File: src/rtl/crypto_pkg.sv
// rtl/crypto_pkg.sv - shared types and constants for the crypto result path
package crypto_pkg;

    localparam int CRYPTO_BLK_W = 128;
    localparam int CRYPTO_OUT_W = 32;
    localparam int BEATS        = CRYPTO_BLK_W / CRYPTO_OUT_W;

    typedef enum logic [0:0] {
        IDLE = 1'b0,
        SEND = 1'b1
    } collector_state_e;

    // Zero length is treated as a single-block packet.
    function automatic logic [15:0] pkt_len_of(input logic [15:0] cfg);
        return (cfg == 16'd0) ? 16'd1 : cfg;
    endfunction

endpackage

File: src/rtl/sync_fifo.sv
// rtl/sync_fifo.sv - single-clock FIFO with wrap-bit pointers; pushes while full are ignored
module sync_fifo #(
    parameter int WIDTH = 128,
    parameter int DEPTH = 4,
    localparam int AW   = $clog2(DEPTH)
) (
    input  logic             clk,
    input  logic             rst_n,
    input  logic             clr,
    input  logic             push,
    input  logic [WIDTH-1:0] wdata,
    input  logic             pop,
    output logic [WIDTH-1:0] rdata,
    output logic             full,
    output logic             empty,
    output logic [AW:0]      count
);

    localparam logic [AW:0] PTR_ONE = (AW + 1)'(1);

    logic [WIDTH-1:0] mem [DEPTH];
    logic [AW:0]      wr_ptr;
    logic [AW:0]      rd_ptr;
    logic             push_ok;
    logic             pop_ok;

    assign full    = (wr_ptr[AW] != rd_ptr[AW]) && (wr_ptr[AW-1:0] == rd_ptr[AW-1:0]);
    assign empty   = (wr_ptr == rd_ptr);
    assign count   = wr_ptr - rd_ptr;
    assign rdata   = mem[rd_ptr[AW-1:0]];
    // Fullness is judged on the registered pointers, so a same-edge pop never makes room.
    assign push_ok = push && !full && !clr;
    assign pop_ok  = pop && !empty && !clr;

    always_ff @(posedge clk or negedge rst_n) begin
        if (!rst_n) begin
            wr_ptr <= '0;
            rd_ptr <= '0;
        end else if (clr) begin
            wr_ptr <= '0;
            rd_ptr <= '0;
        end else begin
            if (push_ok) wr_ptr <= wr_ptr + PTR_ONE;
            if (pop_ok)  rd_ptr <= rd_ptr + PTR_ONE;
        end
    end

    always_ff @(posedge clk) begin
        if (push_ok) mem[wr_ptr[AW-1:0]] <= wdata;
    end

endmodule

File: src/rtl/crypto_result_collector.sv
// rtl/crypto_result_collector.sv - buffers crypto result blocks and serialises them LSW-first onto a packet stream
module crypto_result_collector
    import crypto_pkg::*;
#(
    parameter int DATA_WIDTH = CRYPTO_BLK_W,
    parameter int OUT_WIDTH  = CRYPTO_OUT_W,
    parameter int FIFO_DEPTH = 4,
    parameter int LEN_W      = 16
) (
    input  logic                  clk,
    input  logic                  rst_n,
    input  logic                  clr,
    input  logic                  s2_valid,
    input  logic [DATA_WIDTH-1:0] s2_data,
    output logic                  s2_ready,
    input  logic [LEN_W-1:0]      cfg_pkt_blocks,
    output logic                  m_tvalid,
    output logic [OUT_WIDTH-1:0]  m_tdata,
    output logic                  m_tlast,
    input  logic                  m_tready,
    output logic                  overflow,
    output logic [LEN_W-1:0]      blk_count,
    output logic                  busy
);

    localparam int NBEATS = DATA_WIDTH / OUT_WIDTH;
    localparam int BW     = (NBEATS > 1) ? $clog2(NBEATS) : 1;
    localparam int AW     = $clog2(FIFO_DEPTH);

    localparam logic [LEN_W-1:0] LEN_ONE   = LEN_W'(1);
    localparam logic [BW-1:0]    BEAT_ONE  = BW'(1);
    localparam logic [BW-1:0]    BEAT_LAST = BW'(NBEATS - 1);
    localparam logic [AW:0]      READY_MAX = (AW + 1)'(FIFO_DEPTH - 2);

    collector_state_e      state;
    logic [DATA_WIDTH-1:0] sr;
    logic [BW-1:0]         beat;
    logic [LEN_W-1:0]      pkt_len;
    logic [LEN_W-1:0]      blk_in_pkt;
    logic                  pkt_start;
    logic                  ready_en;
    logic                  overflow_q;
    logic [LEN_W-1:0]      blk_count_q;

    logic [DATA_WIDTH-1:0] fifo_rdata;
    logic                  fifo_full;
    logic                  fifo_empty;
    logic [AW:0]           fifo_count;

    logic                  accept;
    logic                  blk_done;
    logic                  pkt_end;
    logic                  pop;
    logic                  next_is_start;
    logic [LEN_W-1:0]      cfg_len;

    sync_fifo #(
        .WIDTH (DATA_WIDTH),
        .DEPTH (FIFO_DEPTH)
    ) u_fifo (
        .clk   (clk),
        .rst_n (rst_n),
        .clr   (clr),
        .push  (s2_valid),
        .wdata (s2_data),
        .pop   (pop),
        .rdata (fifo_rdata),
        .full  (fifo_full),
        .empty (fifo_empty),
        .count (fifo_count)
    );

    assign accept        = (state == SEND) && m_tready;
    assign blk_done      = accept && (beat == BEAT_LAST);
    assign pkt_end       = blk_done && ((blk_in_pkt + LEN_ONE) == pkt_len);
    // A finishing block hands over to the next FIFO entry on the same edge, so streams have no bubble.
    assign pop           = !clr && !fifo_empty && ((state == IDLE) || blk_done);
    assign next_is_start = pkt_start || pkt_end;
    assign cfg_len       = (cfg_pkt_blocks == '0) ? LEN_ONE : cfg_pkt_blocks;

    always_ff @(posedge clk or negedge rst_n) begin
        if (!rst_n) begin
            state       <= IDLE;
            sr          <= '0;
            beat        <= '0;
            pkt_len     <= '0;
            blk_in_pkt  <= '0;
            pkt_start   <= 1'b1;
            ready_en    <= 1'b0;
            overflow_q  <= 1'b0;
            blk_count_q <= '0;
        end else if (clr) begin
            state       <= IDLE;
            sr          <= '0;
            beat        <= '0;
            pkt_len     <= '0;
            blk_in_pkt  <= '0;
            pkt_start   <= 1'b1;
            ready_en    <= 1'b1;
            overflow_q  <= 1'b0;
            blk_count_q <= '0;
        end else begin
            ready_en <= 1'b1;
            if (s2_valid && fifo_full) overflow_q <= 1'b1;

            if (accept) begin
                sr   <= sr >> OUT_WIDTH;
                beat <= beat + BEAT_ONE;
            end

            if (blk_done) begin
                blk_count_q <= blk_count_q + LEN_ONE;
                state       <= IDLE;
                if (pkt_end) begin
                    blk_in_pkt <= '0;
                    pkt_start  <= 1'b1;
                end else begin
                    blk_in_pkt <= blk_in_pkt + LEN_ONE;
                end
            end

            // Loading overrides the end-of-block updates above for the new block.
            if (pop) begin
                sr    <= fifo_rdata;
                beat  <= '0;
                state <= SEND;
                if (next_is_start) begin
                    pkt_len    <= cfg_len;
                    blk_in_pkt <= '0;
                    pkt_start  <= 1'b0;
                end
            end
        end
    end

    assign m_tvalid  = (state == SEND);
    assign m_tdata   = sr[OUT_WIDTH-1:0];
    assign m_tlast   = (state == SEND) && (beat == BEAT_LAST) && (blk_in_pkt == (pkt_len - LEN_ONE));
    assign s2_ready  = ready_en && (fifo_count <= READY_MAX);
    assign overflow  = overflow_q;
    assign blk_count = blk_count_q;
    assign busy      = !fifo_empty || (state != IDLE);

endmodule

File: config.mk
export PLATFORM = sky130hd
export DESIGN_NAME = crypto_result_collector
export DESIGN_NICKNAME = d
export VERILOG_FILES = /design/src/rtl/crypto_pkg.sv /design/src/rtl/sync_fifo.sv /design/src/rtl/crypto_result_collector.sv
export SDC_FILE = /design/constraint.sdc
export NUM_CORES = 1
export LEC_CHECK = 0
export BUFFER_PORTS_ARGS = -buffer_cell sky130_fd_sc_hd__buf_2
export CAP_MARGIN = 25
export CORE_ASPECT_RATIO = 1.1
export CORE_MARGIN = 4
export CORE_UTILIZATION = 42
export CTS_BUF_LIST = sky130_fd_sc_hd__clkbuf_8 sky130_fd_sc_hd__clkbuf_16
export CTS_CLUSTER_SIZE = 12
export DETAILED_ROUTE_END_ITERATION = 8
export HOLD_SLACK_MARGIN = 0.15
export PLACE_DENSITY_LB_ADDON = 0.15
export SYNTH_ARGS = -nofsm -noshare
export SYNTH_HDL_FRONTEND = slang
export SYNTH_SLANG_ARGS = --single-unit
File: constraint.sdc
create_clock -name clk -period 5 [get_ports clk]
set_input_delay 0.75 -clock clk [delete_from_list [all_inputs] [get_ports clk]]
set_output_delay 0.75 -clock clk [all_outputs]
set_load 0.02 [all_outputs]
==> qor.csv, run 1 <==
stage;metric;value;unit
sta;Slew HR;35.8;%
route;1st-pass router iterations;5;
sta;Post-Route Setup TNS;0;ps
sta;setup repair after global routing missed its margin;no;
logic_synthesis;Synth Warn #;0;
setup_path;CP Data Arrival Time;3290;ps
pwr;pwr/cell area;499;nW/µm²
clocking;Post-CTS Hold Fix Bufs;0;
sta;fmax;0.247;GHz
setup_path;critical path's slowest cell;nor4_1;
sta;final hold vios;0;
sta;final worst setup slack;959;ps
grt;initial antenna violation count;21;
pwr;Net Sw Power;4850;µW
pwr;sw frac;29.6;%
cells_and_area;fillers;5724;
logic_synthesis;Seq/Total Area, Yosys;70.3;%
floorplan;Top-Level Pins;202;
floorplan;die area;72200;µm²
sta;Setup violations, final;0;
clocking;post-CTS sizing;0;
place;input/output buffers;201;
place;instance area at placement;30300;µm²
route;wire per inst;24.3;µm
clocking;root buf cell;clkbuf_16;
route;via count;15500;
place;DP Wirelength;43300;µm
grt;gr usage total;18.9;%
pwr;clock share of power;32.4;%
logic_synthesis;ys async rst share;26.9;%
setup_path;critical path launch point;pkt_len[6]$_DFFE_PN0P_;
logic_synthesis;post-synthesis register bit count;700;
pwr;Max VDD drop;0.255;mV
setup_path;Crit Path Max Fanout;9;
sta;fin crit period;4040;ps
logic_synthesis;EDFF count, synth;512;
setup_path;cells on worst reg2reg path;8;
setup_path;WS Path Type;reg -> out;
setup_path;worst path required time;4250;ps
route;antenna-violating nets left;0;
grt;Congestion Overflow GR;0;
clocking;CTS tree;yes;
cells_and_area;share of cells above drive strength 1;25.5;%
setup_path;critical path's largest stage delay;510;ps
clocking;postcts setup bufs;0;
cells_and_area;NumNets Final;2048;
sta;period utilisation layout;80.8;%
logic_synthesis;Synth Cell Area;28500;µm²
place;dpl ws;1350;ps
clocking;clock edge transition at the registers on the reported setup and hold paths;60;ps
setup_path;most frequent CP cell;nor4_1;
clocking;clk_lat worst skew;610;ps
setup_path;Startpoint Class;flip-flop;
cells_and_area;most frequent cells in the layout;512 x edfxtp_1, 199 x nand2_1, 199 x buf_2;
pwr;Logic pwr share;21.3;%
floorplan;die extent in y;281;µm
hold_path;Worst Hold Class;in -> async;
setup_path;worst r2r src;blk_in_pkt[0]$_DFF_PN0_;
pwr;Cell Int Power;11500;µW
cells_and_area;area grow syn2layout;14.7;%
sta;Pins Over Slew Limit;0;
logic_synthesis;syn nets;1879;
logic_synthesis;Mapped Cells;1718;
logic_synthesis;main flop type after synthesis;edfxtp_1;
route;DRC Markers;0;
sta;Tightest Pin Transition;963;ps
route;DRT iter0 DRCs;964;
pwr;sequential fraction of design power;46.3;%
job;max_cap viols;0;
grt;first-pass GRT wire length;103000;µm
grt;largest net degree at the start of global routing;126;
floorplan;die width;257;µm
logic_synthesis;count of cell types in the netlist;64;
status;status;completed;
setup_path;Critical Path Sink Type;primary output;
clocking;Num CTS Buffers;75;
floorplan;Initial Util;42.7;%
clocking;H-tree Lvls;3;
cells_and_area;fin area;32800;µm²
clocking;clock net sink count;700;
setup_path;critical path cell sequence;nor4_1, nand4b_1, nor3b_1, xnor2_1, nor4b_1, nand4_1, nor4_1, buf_2;
grt;vias in the first global route;15900;
clocking;clock buffer depth;3;
floorplan;Rows;99;
route;final WL;68200;µm
route;DR vias/cell;5.52;
pwr;leakage;0.0124;µW
logic_synthesis;Syn Area/Cell;16.6;µm²
floorplan;CORE AREA;66900;µm²
place;RD Place Congestion;0.797;
sta;clock skew;20.9;ps
cells_and_area;most common cell after layout, fill and taps aside;edfxtp_1;
[flip-flops by register name, summed over array words and instances, names as in the netlist]
signal / count
overflow: 1
blk_in_pkt: 16
beat: 2
blk_count: 16
m_tvalid: 1
u_fifo.rd_ptr: 3
u_fifo.mem: 512
pkt_start: 1
sr: 128
u_fifo.wr_ptr: 3
pkt_len: 16
ready_en: 1
[synthesized netlist by cell type (7+ instances only)]
cell type / count / share of area (%)
a21oi_1: 16 / 0.28
and2_1: 7 / 0.15
buf_1: 21 / 0.28
buf_2: 7 / 0.12
buf_4: 34 / 0.89
clkbuf_1: 77 / 1.0
dfrtp_1: 187 / 16
edfxtp_1: 512 / 54
ha_1: 11 / 0.48
inv_1: 11 / 0.14
mux2_4: 10 / 0.53
mux2i_1: 101 / 3.5
mux4_2: 128 / 10
nand2_1: 200 / 2.6
nand3_1: 54 / 0.95
nand4_1: 9 / 0.20
nor2_1: 53 / 0.70
nor2b_1: 15 / 0.33
nor3_1: 18 / 0.32
nor4_1: 7 / 0.15
o21ai_0: 9 / 0.16
o31ai_1: 98 / 2.6
xnor2_1: 24 / 0.74
xor2_1: 31 / 0.95
[area by class of cell]
cell class                 instances  area, µm²  share of cell area [%]
sequential                       700      20100                    61.3
multi-input combinational        865       7760                    23.7
clock buffer                      87       2050                    6.27
timing repair buffer             234       1400                    4.27
tap                              858       1070                    3.28
clock inverter                    49        323                   0.986
inverter                          11       41.3                   0.126
antenna                            5       12.5                  0.0382
[per-layer routing]
metal | routed length, µm | vias up | GRT usage [%]
li1 | - | 6938 | -
met1 | 29800 | 8072 | 26.0
met2 | 33500 | 371 | 31.5
met3 | 3470 | 104 | 3.90
met4 | 1360 | 10 | 4.74
met5 | 76 | - | 0
[power by group through the flow]
| stage | Sequential, µW | Clock, µW | Combinational [µW] |
|---|---|---|---|
| 3_3_place_gp | 7690 | 0 | 3490 |
| 2_1_floorplan | 7240 | 0 | 2810 |
| 3_5_place_dp | 7710 | 0 | 3550 |
| 4_1_cts | 7590 | 5440 | 3560 |
| 5_1_grt | 7640 | 5720 | 3830 |
| 6_report | 7580 | 5300 | 3480 |
[through the flow]
step	instances	power (µW)	utilization, %	hold WS [ps]
after floorplan	1718	10000	-	454
after global placement	2664	11200	45.3	481
after detailed placement	2666	11300	45.3	484
after CTS	2802	16600	48.9	238
after global routing	2804	17200	48.9	274
final	2809	16400	49.0	217
[cell families (layout without fill, tap and decap cells)]
logic type / Yosys count / count (layout) / synth area share [%]
other cells: 1 / 6 / 0.0131
simple gates: 403 / 403 / 6.58
compound gates: 148 / 148 / 3.78
xor+xnor: 56 / 56 / 1.74
buf+inv: 153 / 381 / 2.58
flops: 700 / 700 / 70.3
fa+ha+maj: 12 / 12 / 0.552
mux: 245 / 245 / 14.4
[path summary, 6_finish.rpt]
check                                               to  slack, ps
setup reg to reg               pkt_len[15]$_DFFE_PN0P_       1340
setup / recovery                               m_tlast        960
max in group asynchronous          sr[124]$_DFFE_PN0P_       3520
hold / removal                      sr[25]$_DFFE_PN0P_        220
hold reg to reg                    sr[114]$_DFFE_PN0P_        500
min in group clk           u_fifo.mem[2][86]$_DFFE_PP_        360
[worst max-delay path, delay by kind of cell, from the launching register on]
family                    cells  cell delay (ps)
xor gates and xnor gates      1              100
and+or+nand+nor               6             1870
buffers and inverters         1              230
DFF                           1              480
No activity file was read; power rests on OpenSTA's default activity.
==> run 2: changes to the inputs <==
==> constraint.sdc (replaced) <==
create_clock -name clk -period 3.5 [get_ports clk]
set_input_delay 0.525 -clock clk [delete_from_list [all_inputs] [get_ports clk]]
set_output_delay 0.525 -clock clk [all_outputs]
set_load 0.02 [all_outputs]
==> run 2 against run 1 <==
Cell count increased by 5.6%. Final area increased by 5.2%. Combinational power increased by 54%. Core utilization increased by 2.6 points. Flip-flop and latch count unchanged. Clock power increased by 45%. Routed wire length increased by 2.3%. Critical path type unchanged. Largest power group unchanged.
==> qor.csv, run 2 (synthesized netlist as in run 1, its figures left out) <==
stage;metric;value;unit;change
sta;final hold vios;0;;unchanged
sta;hold slack final;193;ps;-24.8 ps
grt;largest net degree at the start of global routing;130;;+3.2%
hold_path;Worst Hold Class;in -> reg;;
cells_and_area;max reg flops;512;;unchanged
cells_and_area;area grow syn2layout;20.7;%;
clocking;clk_lat worst skew;620;ps;about the same
sta;fin crit period;3290;ps;
floorplan;Initial Util;42.7;%;unchanged
grt;Congestion Overflow GR;0;;unchanged
route;antenna-violating nets left;0;;unchanged
route;1st-pass router iterations;5;;unchanged
grt;gr usage total;19.3;%;+0.35 points
setup_path;Startpoint Class;flip-flop;;
route;final WL;69800;µm;+2.3%
floorplan;die area;72200;µm²;unchanged
setup_path;WS Path Type;reg -> out;;
setup_path;CP endpoint;m_tlast;;
clocking;clock buffer depth;3;;unchanged
pwr;leakage;0.0131;µW;+5.7%
setup_path;reg2reg setup slack;290;ps;-1050 ps
route;DR vias/cell;5.46;;-1.1%
setup_path;Crit Path Max Fanout;5;;-4
sta;final worst setup slack;207;ps;-752 ps
setup_path;critical path launch point;pkt_len[8]$_DFFE_PN0P_;;
setup_path;Critical Path Sink Type;primary output;;
sta;fmax;0.304;GHz;
grt;vias in the first global route;16600;;+4.7%
status;status;completed;;
route;DRT iter0 DRCs;1187;;+23%
sta;Slew HR;38.2;%;+2.4 points
pwr;pwr/cell area;690;nW/µm²;+38%
floorplan;Rows;99;;unchanged
place;RD Place Congestion;0.801;;+0.53%
pwr;Max VDD drop;0.562;mV;+120%
grt;initial antenna violation count;9;;-57%
floorplan;die width;257;µm;unchanged
clocking;Num CTS Buffers;76;;+1.3%
place;DP Wirelength;43700;µm;+0.86%
sta;Tightest Pin Transition;927;ps;-35.7 ps
setup_path;worst path required time;2970;ps;-1280 ps
setup_path;cells on worst reg2reg path;9;;+1
grt;first-pass GRT wire length;106000;µm;+3.1%
sta;Setup violations, final;0;;unchanged
floorplan;Top-Level Pins;202;;unchanged
route;wire per inst;23.5;µm;-3.1%
clocking;clock net sink count;700;;unchanged
place;input/output buffers;201;;unchanged
clocking;CTS tree;yes;;
floorplan;CORE AREA;66900;µm²;unchanged
place;dpl ws;248;ps;-1100 ps
setup_path;reg-to-reg endpoint;pkt_len[10]$_DFFE_PN0P_;;
setup_path;worst r2r src;blk_in_pkt[0]$_DFF_PN0_;;
job;max_cap viols;0;;unchanged
clocking;H-tree Lvls;3;;unchanged
cells_and_area;most common cell after layout, fill and taps aside;edfxtp_1;;
cells_and_area;share of cells above drive strength 1;24.9;%;-0.61 points
floorplan;die extent in y;281;µm;unchanged
route;via count;16200;;+4.4%
cells_and_area;NumNets Final;2202;;+7.5%
sta;clock skew;21.7;ps;+0.775 ps
clocking;clock edge transition at the registers on the reported setup and hold paths;60;ps;about the same
cells_and_area;most frequent cells in the layout;512 x edfxtp_1, 199 x nand2_1, 198 x buf_2;;
hold_path;hold wc startpoint;cfg_pkt_blocks[7];;
clocking;root buf cell;clkbuf_16;;
sta;Pins Over Slew Limit;0;;unchanged
route;DRC Markers;0;;unchanged
setup_path;CP Data Arrival Time;2770;ps;-520 ps
sta;period utilisation layout;94.1;%;
[run 2: worst max-delay path, cell delays in order (launching register included)]
cell and delay [ps]:
dfrtp_2 470, nor4_4 260, nand4b_1 190, nor3b_2 230, xnor2_1 120, nor4b_4 230
nand4_1 130, nor4_2 330, buf_4 190
[run 2: cell type report]
cell class | instances | area (µm²)
antenna | 6 | 15.0
clock buffer | 91 | 2130
clock inverter | 48 | 279
fill | 5613 | 32400
inverter | 11 | 41.3
multi-input combinational | 865 | 7830
sequential | 700 | 20100
tap | 858 | 1070
timing repair buffer | 387 | 3000
[run 2: what timing repair did]
action / CTS / global route
setup buffers: 1 / 3
setup endpoints to repair: 1 / 1
pin swaps: 1 / 4
gates resized for setup: 6 / 10
hold buffers: 137 / 0
endpoints found under the hold margin: 592 / 0
[run 2: where the power goes]
| part | leakage [µW] | total, µW | switching [µW] | internal [µW] |
|---|---|---|---|---|
| Sequential | 0.00719 | 10800 | 910 | 9850 |
| Clock | 0.00130 | 7660 | 3200 | 4460 |
| Combinational | 0.00466 | 5360 | 2950 | 2410 |
| Total | 0.0131 | 23800 | 7060 | 16700 |
[run 2: worst min path at each step]
stage | to | slack (ps) | cells past startpoint
4_1_cts | pkt_len[7]$_DFFE_PN0P_ | 150 | 2
5_1_grt | pkt_len[7]$_DFFE_PN0P_ | 170 | 2
6_report | pkt_len[7]$_DFFE_PN0P_ | 190 | 2
3_3_place_gp | sr[122]$_DFFE_PN0P_ | 480 | 2
3_5_place_dp | sr[123]$_DFFE_PN0P_ | 480 | 2
2_1_floorplan | beat[0]$_DFFE_PN0P_ | 230 | 0
[run 2: per-layer routing]
metal	wire (µm)	GRT usage (%)	part of all wire, %
met5	27	0	0.039
met4	1520	5.61	2.2
met3	3260	3.45	4.7
met2	33600	31.3	48
met1	31400	27.2	45
[run 2: through the flow]
step / power (µW) / util (%) / instance area, µm² / std cells / setup TNS, ps
floorplan: 14400 / - / 28600 / 1718 / -220720
global placement: 16000 / 45.7 / 30600 / 2679 / 0
detailed placement: 16100 / 45.7 / 30600 / 2679 / 0
CTS: 24000 / 51.4 / 34400 / 2956 / 0
global route: 25000 / 51.5 / 34500 / 2963 / -5.50
finish: 23800 / 51.5 / 34500 / 2966 / 0
==> run 3: changes to the inputs <==
--- a/config.mk
+++ b/config.mk
@@ -9,12 +9,14 @@
 export CAP_MARGIN = 25
 export CORE_ASPECT_RATIO = 1.1
 export CORE_MARGIN = 4
-export CORE_UTILIZATION = 42
+export CORE_UTILIZATION = 49
 export CTS_BUF_LIST = sky130_fd_sc_hd__clkbuf_8 sky130_fd_sc_hd__clkbuf_16
 export CTS_CLUSTER_SIZE = 12
 export DETAILED_ROUTE_END_ITERATION = 8
 export HOLD_SLACK_MARGIN = 0.15
+export MAX_ROUTING_LAYER = met4
 export PLACE_DENSITY_LB_ADDON = 0.15
+export RECOVER_POWER = 25
 export SYNTH_ARGS = -nofsm -noshare
 export SYNTH_HDL_FRONTEND = slang
 export SYNTH_SLANG_ARGS = --single-unit
==> run 3 against run 2 <==
Critical path depth grew 2. Critical path type unchanged. Flip-flop and latch count unchanged. Combinational power down 1%. Count of clock-buffer cells in the layout decreased by 15. Largest power group unchanged.
==> qor.csv, run 3 (synthesized netlist as in run 1, its figures left out) <==
stage;metric;value;unit;change
sta;hold slack final;196;ps;+3.48 ps
cells_and_area;share of cells above drive strength 1;19.3;%;-5.6 points
grt;vias in the first global route;16600;;+0.12%
cells_and_area;max reg flops;512;;unchanged
job;max_cap viols;0;;unchanged
clocking;Num CTS Buffers;74;;-2.6%
setup_path;Critical Path Sink Type;primary output;;
grt;Congestion Overflow GR;0;;unchanged
sta;setup repair after global routing missed its margin;no;;
sta;fin crit period;3300;ps;+5.72 ps
pwr;pwr/cell area;682;nW/µm²;-1.2%
sta;period utilisation layout;94.3;%;+0.16 points
grt;largest net degree at the start of global routing;130;;unchanged
sta;final worst setup slack;201;ps;-5.72 ps
grt;first-pass GRT wire length;103000;µm;-3.4%
setup_path;cells on worst reg2reg path;9;;unchanged
clocking;clock edge transition at the registers on the reported setup and hold paths;60;ps;about the same
route;DRT iter0 DRCs;1134;;-4.5%
cells_and_area;fin cells;2850;;-3.9%
clocking;CTS tree;yes;;
route;wire per inst;23.4;µm;-0.74%
floorplan;Rows;92;;-7.1%
setup_path;WS Path Type;reg -> out;;
place;dpl ws;256;ps;+8.25 ps
clocking;clock net sink count;700;;unchanged
floorplan;die extent in y;261;µm;-7.2%
route;DR vias/cell;5.63;;+3.2%
cells_and_area;most frequent cells in the layout;512 x edfxtp_1, 199 x nand2_1, 183 x dfrtp_1;;
setup_path;critical path cell sequence;inv_1, ha_2, nand2_1, mux2i_1, a21oi_1, o21ai_0, nor4b_2, nand4_1, nor4_2, buf_4;;
clocking;H-tree Lvls;3;;unchanged
route;final WL;66600;µm;-4.6%
sta;fmax;0.303;GHz;-0.17%
setup_path;cell count along the critical path;10;;+2
pwr;leakage;0.0127;µW;-3.3%
grt;gr usage total;22.3;%;+3.0 points
cells_and_area;most common cell after layout, fill and taps aside;edfxtp_1;;
setup_path;worst path required time;2970;ps;about the same
cells_and_area;Layout Utilization;59.0;%;+7.5 points
hold_path;Worst Hold Class;in -> reg;;
clocking;root buf cell;clkbuf_16;;
setup_path;CP Buf/Inv Count;2;;+1
place;DP Wirelength;40900;µm;-6.2%
place;input/output buffers;201;;unchanged
sta;final hold vios;0;;unchanged
route;DRC Markers;0;;unchanged
floorplan;CORE AREA;57400;µm²;-14%
sta;Tightest Pin Transition;996;ps;+69.3 ps
setup_path;Startpoint Class;flip-flop;;
sta;Setup violations, final;0;;unchanged
floorplan;die width;238;µm;-7.2%
place;Inst Count DP;2565;;-4.3%
route;1st-pass router iterations;4;;-1
clocking;clk_lat worst skew;610;ps;about the same
cells_and_area;area grow syn2layout;18.7;%;
setup_path;critical path's largest stage delay;420;ps;-50 ps
cells_and_area;NumNets Final;2192;;-0.45%
route;via count;16100;;-0.81%
setup_path;CP Data Arrival Time;2770;ps;about the same
floorplan;Top-Level Pins;202;;unchanged
sta;Slew HR;33.6;%;-4.6 points
sta;Pins Over Slew Limit;0;;unchanged
route;antenna-violating nets left;0;;unchanged
grt;initial antenna violation count;11;;+2
hold_path;hold path cells;3;;+1
floorplan;die area;62200;µm²;-14%
floorplan;Initial Util;49.7;%;+7.0 points
clocking;clock buffer depth;3;;unchanged
place;RD Place Congestion;0.832;;+3.8%
sta;clock skew;23.8;ps;+2.08 ps
status;status;completed;;
setup_path;critical path's slowest cell;dfrtp_1;;
pwr;Max VDD drop;0.461;mV;-18%
setup_path;CP top delay family;simple AND/OR/NAND/NOR gates;;
setup_path;Crit Path Max Fanout;6;;+1
==> run 3: path summary, 6_finish.rpt <==
path,start,to,slack [ps]
min in group asynchronous,rst_n,sr[24]$_DFFE_PN0P_,560
max reg2reg,blk_in_pkt[0]$_DFF_PN0_,pkt_len[15]$_DFFE_PN0P_,250
min,s2_valid,u_fifo.wr_ptr[1]$_DFFE_PN0P_,200
min reg2reg,sr[103]$_DFFE_PN0P_,sr[103]$_DFFE_PN0P_,500
max in group asynchronous,rst_n,pkt_start$_DFF_PN1_,2080
max,pkt_len[1]$_DFFE_PN0P_,m_tlast,200
==> run 3: area by class of cell <==
class | instances | area [µm²]
diodes | 11 | 27.5
clock buffers | 76 | 1880
clock inverters | 56 | 305
fillers | 4421 | 23600
inverters | 11 | 41.3
multi-input cells | 865 | 7800
flip-flops and latches | 700 | 20100
well taps | 752 | 941
repair buffers | 379 | 2790
==> run 3: metrics by stage <==
step	TNS (ps)	cell area [µm²]	total power, µW
3_5_place_dp	0	30300	16100
2_1_floorplan	-220720	28600	14400
3_3_place_gp	0	30300	16000
4_1_cts	0	33900	23300
5_1_grt	0	33900	24200
6_report	0	33900	23100
==> run 3: worst reg2reg max path, cell delays in order (launching register included) <==
cell and delay (ps):
dfrtp_1 470, ha_1 290, nand4_1 190, or4_1 560, o21ai_0 170, a311oi_1 130, or4_4 550, a21oi_4 210
buf_12 200, mux2_2 370
==> run 3: timing repair <==
| item | CTS | global route |
|---|---|---|
| resized for setup | 2 | 8 |
| setup buffers | 1 | 1 |
| endpoints found under the setup margin | 1 | 1 |
| hold buffers | 139 | 0 |
| pin swaps | 0 | 1 |
| endpoints found under the hold margin | 609 | 0 |
==> run 3: power by group <==
part / total, µW / switching (µW) / internal (µW)
sequential: 10700 / 882 / 9850
clock: 7070 / 3100 / 3970
combinational: 5300 / 2920 / 2380
==> run 3: metal layers <==
metal	track usage, %	wire length (µm)
met2	35.6	33100
met4	5.71	1190
met3	3.40	3340
met5	-	0
met1	30.7	28900
